===== config.mk =====
export PLATFORM = sky130hd
export DESIGN_NAME = kadai3_host_driver
export DESIGN_NICKNAME = d
export VERILOG_FILES = /design/src/rtl/kadai3_host_driver.sv
export SDC_FILE = /design/constraint.sdc
export NUM_CORES = 1
export LEC_CHECK = 0
export BUFFER_PORTS_ARGS = -buffer_cell sky130_fd_sc_hd__buf_2
export CORE_ASPECT_RATIO = 0.7
export CORE_MARGIN = 5
export CORE_UTILIZATION = 45
export CTS_BUF_LIST = sky130_fd_sc_hd__clkbuf_2
export DETAILED_ROUTE_END_ITERATION = 8
export PLACE_DENSITY = 0.66
export SYNTH_ARGS = -nofsm -noshare
export SYNTH_HDL_FRONTEND = slang
export SYNTH_SLANG_ARGS = --single-unit

===== constraint.sdc =====
create_clock -name CLK -period 6.17 [get_ports CLK]
set_input_delay 0.3085 -clock CLK [delete_from_list [all_inputs] [get_ports CLK]]
set_output_delay 0.3085 -clock CLK [all_outputs]
set_load 0.01 [all_outputs]

===== src/rtl/kadai3_host_driver.sv =====
// rtl/kadai3_host_driver.sv - host-side master for the two-FIFO multiply pipeline
//
// Purpose: on START, writes COUNT operand pairs {a,b} into the input FIFO and
// concurrently drains COUNT 16-bit products from the output FIFO, accumulating
// them into SUM. With KADAI3_HOST_CHECK_EN defined, each received product is
// also compared against a locally regenerated expected value (ERR_CNT).
//
// Ports:
//   CLK, RST        clock (rising edge), asynchronous active-low reset
//   START           single-cycle run request, sampled only in IDLE
//   COUNT           number of pairs, latched on accepted START
//   A_BASE, B_BASE  first a / b operands, latched on accepted START
//   WR, DIN, FULL   input-FIFO write strobe, data {a,b}, full flag
//   RD, DOUT        output-FIFO read strobe and product data
//   EMPTY, VALID    output-FIFO empty flag, DOUT valid (cycle after RD)
//   BUSY, DONE      run in progress, one-cycle completion pulse
//   SUM             modulo-2^SUM_W sum of received products
//   ERR_CNT         saturating count of product mismatches
//
// Optional feature macro: KADAI3_HOST_CHECK_EN (expected-value comparator).

module kadai3_host_driver #(
  parameter int CNT_W = 8,
  parameter int SUM_W = 32,
  parameter int ERR_W = 8
) (
  input  logic             CLK,
  input  logic             RST,
  input  logic             START,
  input  logic [CNT_W-1:0] COUNT,
  input  logic [7:0]       A_BASE,
  input  logic [7:0]       B_BASE,
  output logic             WR,
  output logic [15:0]      DIN,
  input  logic             FULL,
  output logic             RD,
  input  logic [15:0]      DOUT,
  input  logic             EMPTY,
  input  logic             VALID,
  output logic             BUSY,
  output logic             DONE,
  output logic [SUM_W-1:0] SUM,
  output logic [ERR_W-1:0] ERR_CNT
);

  localparam logic [CNT_W-1:0] CNT_ONE = {{(CNT_W-1){1'b0}}, 1'b1};

  typedef enum logic [1:0] {S_IDLE, S_RUN, S_FIN} state_t;

  state_t           state, state_nxt;
  logic [CNT_W-1:0] cnt, wr_cnt, iss_cnt, rcv_cnt;
  logic [7:0]       a_base, b_base;
  logic [7:0]       wr_off;
  logic             start_ok, wr_go, rcv_ok, rcv_last;

  // Operands wrap modulo 256, so only the low byte of the counter matters.
  assign wr_off = 8'(wr_cnt);

  always_comb begin
    start_ok = (state == S_IDLE) && START;
    wr_go    = (state == S_RUN) && (wr_cnt < cnt) && !FULL;
    // A VALID arriving after all COUNT results are in is spurious and dropped.
    rcv_ok   = (state == S_RUN) && VALID && (rcv_cnt < cnt);
    rcv_last = rcv_ok && ((rcv_cnt + CNT_ONE) == cnt);
    // RD is combinational from EMPTY so a one-entry FIFO is never over-read.
    RD       = (state == S_RUN) && !EMPTY && (iss_cnt < cnt);
  end

  always_comb begin
    state_nxt = state;
    case (state)
      S_IDLE:  if (START) state_nxt = (COUNT == '0) ? S_FIN : S_RUN;
      S_RUN:   if (rcv_last) state_nxt = S_FIN;
      S_FIN:   state_nxt = S_IDLE;
      default: state_nxt = S_IDLE;
    endcase
  end

  always_ff @(posedge CLK or negedge RST) begin
    if (!RST) begin
      state   <= S_IDLE;
      cnt     <= '0;
      a_base  <= '0;
      b_base  <= '0;
      wr_cnt  <= '0;
      iss_cnt <= '0;
      rcv_cnt <= '0;
      WR      <= 1'b0;
      DIN     <= '0;
      BUSY    <= 1'b0;
      DONE    <= 1'b0;
      SUM     <= '0;
    end else begin
      state <= state_nxt;
      WR    <= wr_go;
      DONE  <= (state == S_FIN);
      if (start_ok) begin
        cnt     <= COUNT;
        a_base  <= A_BASE;
        b_base  <= B_BASE;
        wr_cnt  <= '0;
        iss_cnt <= '0;
        rcv_cnt <= '0;
        SUM     <= '0;
        BUSY    <= 1'b1;
      end else if (state == S_FIN) begin
        BUSY <= 1'b0;
      end
      if (wr_go) begin
        DIN    <= {a_base + wr_off, b_base + wr_off};
        wr_cnt <= wr_cnt + CNT_ONE;
      end
      if (RD) iss_cnt <= iss_cnt + CNT_ONE;
      if (rcv_ok) begin
        SUM     <= SUM + SUM_W'(DOUT);
        rcv_cnt <= rcv_cnt + CNT_ONE;
      end
    end
  end

`ifdef KADAI3_HOST_CHECK_EN
  localparam logic [ERR_W-1:0] ERR_ONE = {{(ERR_W-1){1'b0}}, 1'b1};

  logic [7:0]  exp_a, exp_b;
  logic [15:0] exp_prod;

  // Results return in write order, so the receive index regenerates the operands.
  always_comb begin
    exp_a    = a_base + 8'(rcv_cnt);
    exp_b    = b_base + 8'(rcv_cnt);
    exp_prod = 16'(exp_a) * 16'(exp_b);
  end

  always_ff @(posedge CLK or negedge RST) begin
    if (!RST) begin
      ERR_CNT <= '0;
    end else if (start_ok) begin
      ERR_CNT <= '0;
    end else if (rcv_ok && (DOUT != exp_prod) && (ERR_CNT != '1)) begin
      ERR_CNT <= ERR_CNT + ERR_ONE;
    end
  end
`else
  assign ERR_CNT = '0;
`endif

endmodule


==> results.py, run 1 <==
metrics = {
    "logic_synthesis": {
        "avgSynthCellArea_um2": 9.51,
        "synth-async-reset-ratio_pct": 100,
        "synth_top_cell_by_area": "dfrtp_1",
        "ys_types": 63,
        "synth_top_area_share_pct": 39.1,
        "ys_top_cells_by_area": "dfrtp_1 (39%), ha_1 (11%), mux2_2 (4.5%)",
        "synth_edf_count": 0,
        "synth_most_common_cell": "dfrtp_1",
        "synth_ff_type": "dfrtp_1",
        "yosys_warnings": 0,
        "synth_cells": 680,
        "synthTopCellsByCount": "dfrtp_1 (101), nand2_1 (69), nand3_1 (56)",
        "yosysSeqAreaShare_pct": 39.1,
        "ys_ff_latch": 101,
        "syn_area_um2": 6470,
    },
    "floorplan": {
        "boundaryPins": 106,
        "dieArea_um2": 16900,
        "die_w_um": 153,
        "core_um2": 14000,
        "rows": 36,
        "start_util_pct": 46.2,
        "die_y_um": 110,
    },
    "cells_and_area": {
        "diodes": 0,
        "area_growth_pct": 15.9,
        "drive_above_1_share_pct": 19.4,
        "fillers": 1299,
        "seq_area_um2": 2530,
        "multiInputGateArea_um2": 3690,
        "fin_nets": 899,
    },
    "timing": {
        "relSlewSlack_pct": 21.9,
        "tns_ns": 0,
        "timing.final.crit_share_pct": 46.9,
        "setup_viol": 0,
        "drv_slew": 0,
        "tightestPinTransition_ns": 1.17,
        "rsz0062_at_grt": "false",
        "hold_viol": 0,
        "finalClockSkew_ns": 0.0429,
        "fmax_ghz": 0.345,
        "fin_crit_ns": 2.90,
    },
    "grt": {
        "grt_pass1_vias": 5411,
        "grt_max_degree": 76,
        "antenna_found_initial": 0,
        "grt_usage_pct": 19.4,
        "overflow": 0,
        "grt_pass1_wl_um": 26700,
    },
    "cts": {
        "cts.clk_slew.worst_paths_ns": 0.30,
        "clock_path_buffers": 2,
        "cts-root-buf": "clkbuf_2",
        "h-tree-depth": 3,
        "cts_resized": 0,
        "cts_tree": "yes",
        "cts_sinks": 101,
        "clock_latency_ns": 0.59,
        "post_cts_buffers": 0,
        "cts_inserted_buffers": 9,
    },
    "drt": {
        "drt_iter0_markers": 345,
        "detail-route-antenna-nets": 0,
        "drc": 0,
        "via_per_inst": 5.59,
        "avgRoutedWirePerCell_um": 16.3,
        "vias": 5538,
        "wl_um": 16100,
        "dr.pass1.iters": 5,
    },
    "setup_path": {
        "r2r_setup_slack_ns": 3.34,
        "r2r_start": "rcv_cnt[7]$_DFFE_PN0P_",
        "worstPathArrival_ns": 2.59,
        "crit_path_max_fanout": 12,
        "cp.required_ns": 5.86,
        "cp-end-kind": "primary output",
        "crit_path_start_kind": "flip-flop",
        "r2r_cells": 6,
        "critPathKind": "flip-flop to primary output",
        "r2r_end": "SUM[22]$_DFFE_PN0P_",
    },
    "placement": {
        "portBuffers": 97,
        "dpl.hpwl_um": 11900,
        "place_congestion": 0.884,
    },
    "min_path": {
        "min_path_type": "primary input to async pin",
    },
    "run_status": {
        "outcome": "completed",
    },
    "power": {
        "p_total_w": 0.00346,
        "leakage_nw": 3.79,
        "vdd_drop_max_v": 0.000256,
        "powerDensity_nw_per_um2": 461,
    },
    "run": {
        "timing.max_cap.violations": 0,
    },
}
-- worst max-delay path, stage by stage (launching register included) --
cell and delay, ns:
dfrtp_1 0.44, inv_1 0.09, ha_1 0.30, a211oi_1 0.23
o21bai_1 0.15, a211o_1 0.43, inv_1 0.22, buf_2 0.17
-- flip-flops by register name, indices dropped and copies added, names as in the netlist, 2 cells and up --
name,cells
rcv_cnt,8
iss_cnt,8
b_base,8
state,2
DIN,16
a_base,8
cnt,8
SUM,32
wr_cnt,8
-- routing by layer --
| metal | GRT usage (%) | up-vias | wire [um] |
|---|---|---|---|
| met5 | 0 | - | 0 |
| met4 | 4.13 | 0 | 146 |
| met3 | 4.49 | 15 | 1050 |
| met2 | 30.0 | 158 | 6910 |
| met1 | 28.1 | 2680 | 8040 |
| li1 | - | 2685 | - |
-- where the power goes --
| part | internal, W | total, W | switching [W] | leakage [nW] |
|---|---|---|---|---|
| clock | 0.000138 | 0.000377 | 0.000239 | 0.0858 |
| sequential | 0.000913 | 0.00116 | 0.000244 | 1.28 |
| combinational | 0.000815 | 0.00193 | 0.00111 | 2.42 |
-- how the worst max path moves through the flow --
stage	from	end	slack, ns	depth (start not counted)
6_report	cnt[1]$_DFFE_PN0P_	RD	3.27	7
5_1_grt	cnt[1]$_DFFE_PN0P_	RD	3.09	7
4_1_cts	cnt[1]$_DFFE_PN0P_	RD	3.23	7
3_5_place_dp	cnt[7]$_DFFE_PN0P_	SUM[22]$_DFFE_PN0P_	3.41	7
3_3_place_gp	cnt[7]$_DFFE_PN0P_	SUM[18]$_DFFE_PN0P_	3.56	7
2_1_floorplan	cnt[7]$_DFFE_PN0P_	wr_cnt[5]$_DFFE_PN0P_	3.93	9
-- what timing repair did --
| action | CTS | global route |
|---|---|---|
| endpoints found under the hold margin | 53 | 0 |
| endpoints found under the setup margin | 0 | 0 |
| hold buffers | 28 | 0 |
-- cell type report --
cell class                 instances  share of cell area (%)
sequential                       101                    33.7
tap                              190                    3.17
clock buffer                       9                   0.601
timing repair buffer             128                    10.5
multi-input combinational        527                    49.2
inverter                          28                    1.47
clock inverter                     7                    1.30
-- stage by stage --
step           utilization (%)  worst slack [ns]  cells  instance area, um^2  hold WS, ns
2_1_floorplan                -              3.93    687                 6490       0.0129
3_3_place_gp              50.5              3.56    946                 7080        0.239
3_5_place_dp              50.5              3.41    946                 7080        0.241
4_1_cts                   53.5              3.23    990                 7500       0.0573
5_1_grt                   53.5              3.09    990                 7500       0.0544
6_report                  53.5              3.27    990                 7500        0.102
-- layout by cell type (no fill, tap or decap), types with 12 or more instances in the layout --
cell / n
a211o_1: 13
xnor2_1: 14
dlygate4sd3_1: 28
nor3_1: 19
o21ai_1: 12
o21ai_0: 28
nand3_1: 56
nor2_1: 22
nand2_1: 68
mux2_2: 26
mux2i_1: 19
and3_1: 27
buf_2: 96
xor2_1: 13
dfrtp_1: 101
ha_1: 55
a21oi_1: 31
inv_1: 27
-- kinds of logic (layout without fill, tap and decap cells) --
group	Yosys count	count (layout)	synth area share, %
simple gates	245	245	19.2
compound gates	143	143	14.4
flops	101	101	39.1
fa+ha+maj	59	59	11.7
buf+inv	59	172	4.33
mux	45	45	7.47
xor+xnor	27	27	3.66
other cells	1	8	0.0580
Power figures use the tool's default switching activity.
==> run 2, diff against run 1 <==
--- a/config.mk
+++ b/config.mk
@@ -5,6 +5,7 @@
 export SDC_FILE = /design/constraint.sdc
 export NUM_CORES = 1
 export LEC_CHECK = 0
+export ABC_AREA = 1
 export BUFFER_PORTS_ARGS = -buffer_cell sky130_fd_sc_hd__buf_2
 export CORE_ASPECT_RATIO = 0.7
 export CORE_MARGIN = 5
==> constraint.sdc (replaced) <==
create_clock -name CLK -period 2.7 [get_ports CLK]
set_input_delay 0.135 -clock CLK [delete_from_list [all_inputs] [get_ports CLK]]
set_output_delay 0.135 -clock CLK [all_outputs]
set_load 0.01 [all_outputs]
==> run 2 against run 1 <==
Synthesized area up 7.4%. Clock power increased by 100%. Total power grew 94%. Combinational power grew 83%. Clock skew fell by 0.0058 ns.
==> results.py, run 2 <==
metrics = {
    "run_status": {
        "outcome": "completed",
    },
    "logic_synthesis": {
        "syn_area_um2": 6940,
        "synth_edf_count": 0,
        "ys_ff_latch": 101,
        "yosysSeqAreaShare_pct": 36.4,
        "yosys_warnings": 0,
        "synth-async-reset-ratio_pct": 100,
        "ys_types": 44,
        "synth_cells": 913,
        "ys_top_cells_by_area": "dfrtp_1 (36%), nand2_1 (16%), ha_1 (9.9%)",
        "avgSynthCellArea_um2": 7.61,
        "synth_most_common_cell": "nand2_1",
        "synth_top_cell_by_area": "dfrtp_1",
        "synthTopCellsByCount": "nand2_1 (291), dfrtp_1 (101), inv_1 (95)",
        "synth_top_area_share_pct": 36.4,
        "synth_ff_type": "dfrtp_1",
    },
    "floorplan": {
        "dieArea_um2": 18100,
        "start_util_pct": 45.4,
        "rows": 38,
        "core_um2": 15300,
        "die_y_um": 114,
        "boundaryPins": 106,
        "die_w_um": 158,
    },
    "grt": {
        "grt_max_degree": 42,
        "antenna_found_initial": 1,
        "overflow": 0,
        "grt_pass1_vias": 5808,
        "grt_pass1_wl_um": 29900,
        "grt_usage_pct": 20.5,
    },
    "power": {
        "powerDensity_nw_per_um2": 816,
        "leakage_nw": 4.40,
        "vdd_drop_max_v": 0.000410,
        "p_total_w": 0.00670,
    },
    "setup_path": {
        "crit_path_max_fanout": 5,
        "cp.required_ns": 2.57,
        "critPathKind": "flip-flop to primary output",
        "crit_path_start_kind": "flip-flop",
        "cp-end-kind": "primary output",
        "worstPathArrival_ns": 2.34,
    },
    "drt": {
        "drc": 0,
        "avgRoutedWirePerCell_um": 14.2,
        "detail-route-antenna-nets": 0,
        "vias": 6311,
        "drt_iter0_markers": 500,
        "via_per_inst": 4.98,
        "wl_um": 17900,
        "dr.pass1.iters": 5,
    },
    "placement": {
        "dpl.hpwl_um": 13600,
        "dp.cells": 1198,
        "place_congestion": 0.957,
        "portBuffers": 97,
        "preCtsSetupSlack_ns": 0.508,
    },
    "cts": {
        "cts_inserted_buffers": 9,
        "h-tree-depth": 3,
        "cts-root-buf": "clkbuf_2",
        "cts_tree": "yes",
        "clock_latency_ns": 0.60,
        "cts.clk_slew.worst_paths_ns": 0.31,
        "cts_sinks": 101,
        "clock_path_buffers": 2,
    },
    "cells_and_area": {
        "fin_nets": 1164,
        "largest_reg_flops": 32,
        "drive_above_1_share_pct": 15.6,
        "area_growth_pct": 18.3,
        "top_regs": "SUM (32), DIN (16)",
        "final_common_cell": "nand2_1",
        "layout_common_cells": "nand2_1 (291), dfrtp_1 (101), buf_2 (96)",
        "regMostFlops": "SUM",
        "layout.cells.non_filler": 1266,
    },
    "timing": {
        "tightestPinTransition_ns": 0.677,
        "fmax_ghz": 0.405,
        "hold_viol": 0,
        "timing.final.crit_share_pct": 91.5,
        "setup_viol": 0,
        "tns_ns": 0,
        "setup_ws_ns": 0.229,
        "fin_crit_ns": 2.47,
        "relSlewSlack_pct": 54.5,
        "hold_ws_ns": 0.181,
        "drv_slew": 0,
        "finalClockSkew_ns": 0.0372,
    },
    "min_path": {
        "min_path_type": "primary input to flip-flop",
    },
    "run": {
        "timing.max_cap.violations": 0,
    },
}
==> run 2: cell count changes in the layout (fill, tap and decap cells not counted), sizes merged, moves of 21 or more <==
cell   previous run  this run
nand2            69       299
inv              29       102
nor2             23        56
and3             27         1
nand3            56        82
o21ai            40        61
==> run 2: critical path, cell delays in order, from the launching register on <==
cell,delay (ns)
dfrtp_1,0.46
inv_1,0.15
ha_1,0.27
a21oi_1,0.13
nor2_1,0.05
a211oi_1,0.23
nand3_2,0.19
clkinvlp_4,0.15
buf_2,0.14
==> run 2: metal layers <==
layer / vias up / share of wire, % / track usage, % / routed length (um)
li1: 3262 / - / - / -
met1: 2855 / 54 / 33.8 / 9680
met2: 184 / 39 / 27.8 / 6970
met3: 10 / 6.5 / 3.87 / 1170
met4: 0 / 0.71 / 3.47 / 128
met5: - / 0 / 0 / 0
==> run 2: cell type report <==
class	instances	area [um^2]
fill	1484	7100
multi-input combinational	694	3870
sequential	101	2530
timing repair buffer	153	1050
inverter	101	388
tap	200	250
clock inverter	7	78.8
clock buffer	9	45.0
antenna	1	2.50
==> run 2: what timing repair did <==
action | in CTS | in global routing
setup buffers | 0 | 4
resized for setup | 0 | 1
hold endpoints to repair | 156 | 0
setup endpoints to repair | 0 | 1
hold buffers | 47 | 0
==> run 2: path summary, 6_finish.rpt <==
check                                        start                     to  slack, ns  depth (start not counted)
worst min-delay path                         VALID     SUM[3]$_DFFE_PN0P_       0.18                          5
worst min register to register  DIN[0]$_DFFE_PN0P_     DIN[0]$_DFFE_PN0P_       0.52                          2
max in group asynchronous                      RST     cnt[6]$_DFFE_PN0P_       1.65                          4
worst max-delay path            cnt[5]$_DFFE_PN0P_                     RD       0.23                          8
min in group asynchronous                      RST  wr_cnt[7]$_DFFE_PN0P_       0.46                          3
worst max register to register  SUM[0]$_DFFE_PN0P_    SUM[20]$_DFFE_PN0P_       0.44                         13
==> run 2: logic make-up after synthesis <==
group	Yosys count	share of synthesized area, %
simple gates	466	29.0
buf+inv	125	8.23
compound gates	117	9.37
flops	101	36.4
fa+ha+maj	58	10.8
xor+xnor	31	3.91
mux	14	2.27
other cells	1	0.0540
==> run 2: stage by stage <==
stage	instance area (um^2)	utilization, %
after floorplan	6970	-
after global placement	7570	49.5
after detailed placement	7570	49.5
after CTS	8180	53.4
after global routing	8210	53.6
final	8210	53.6
==> run 2: where the power goes <==
| group | total [W] | internal (W) | switching [W] | leakage, nW |
|---|---|---|---|---|
| clock | 0.000759 | 0.000158 | 0.000601 | 0.0745 |
| sequential | 0.00240 | 0.00200 | 0.000407 | 1.30 |
| combinational | 0.00354 | 0.00138 | 0.00216 | 3.03 |
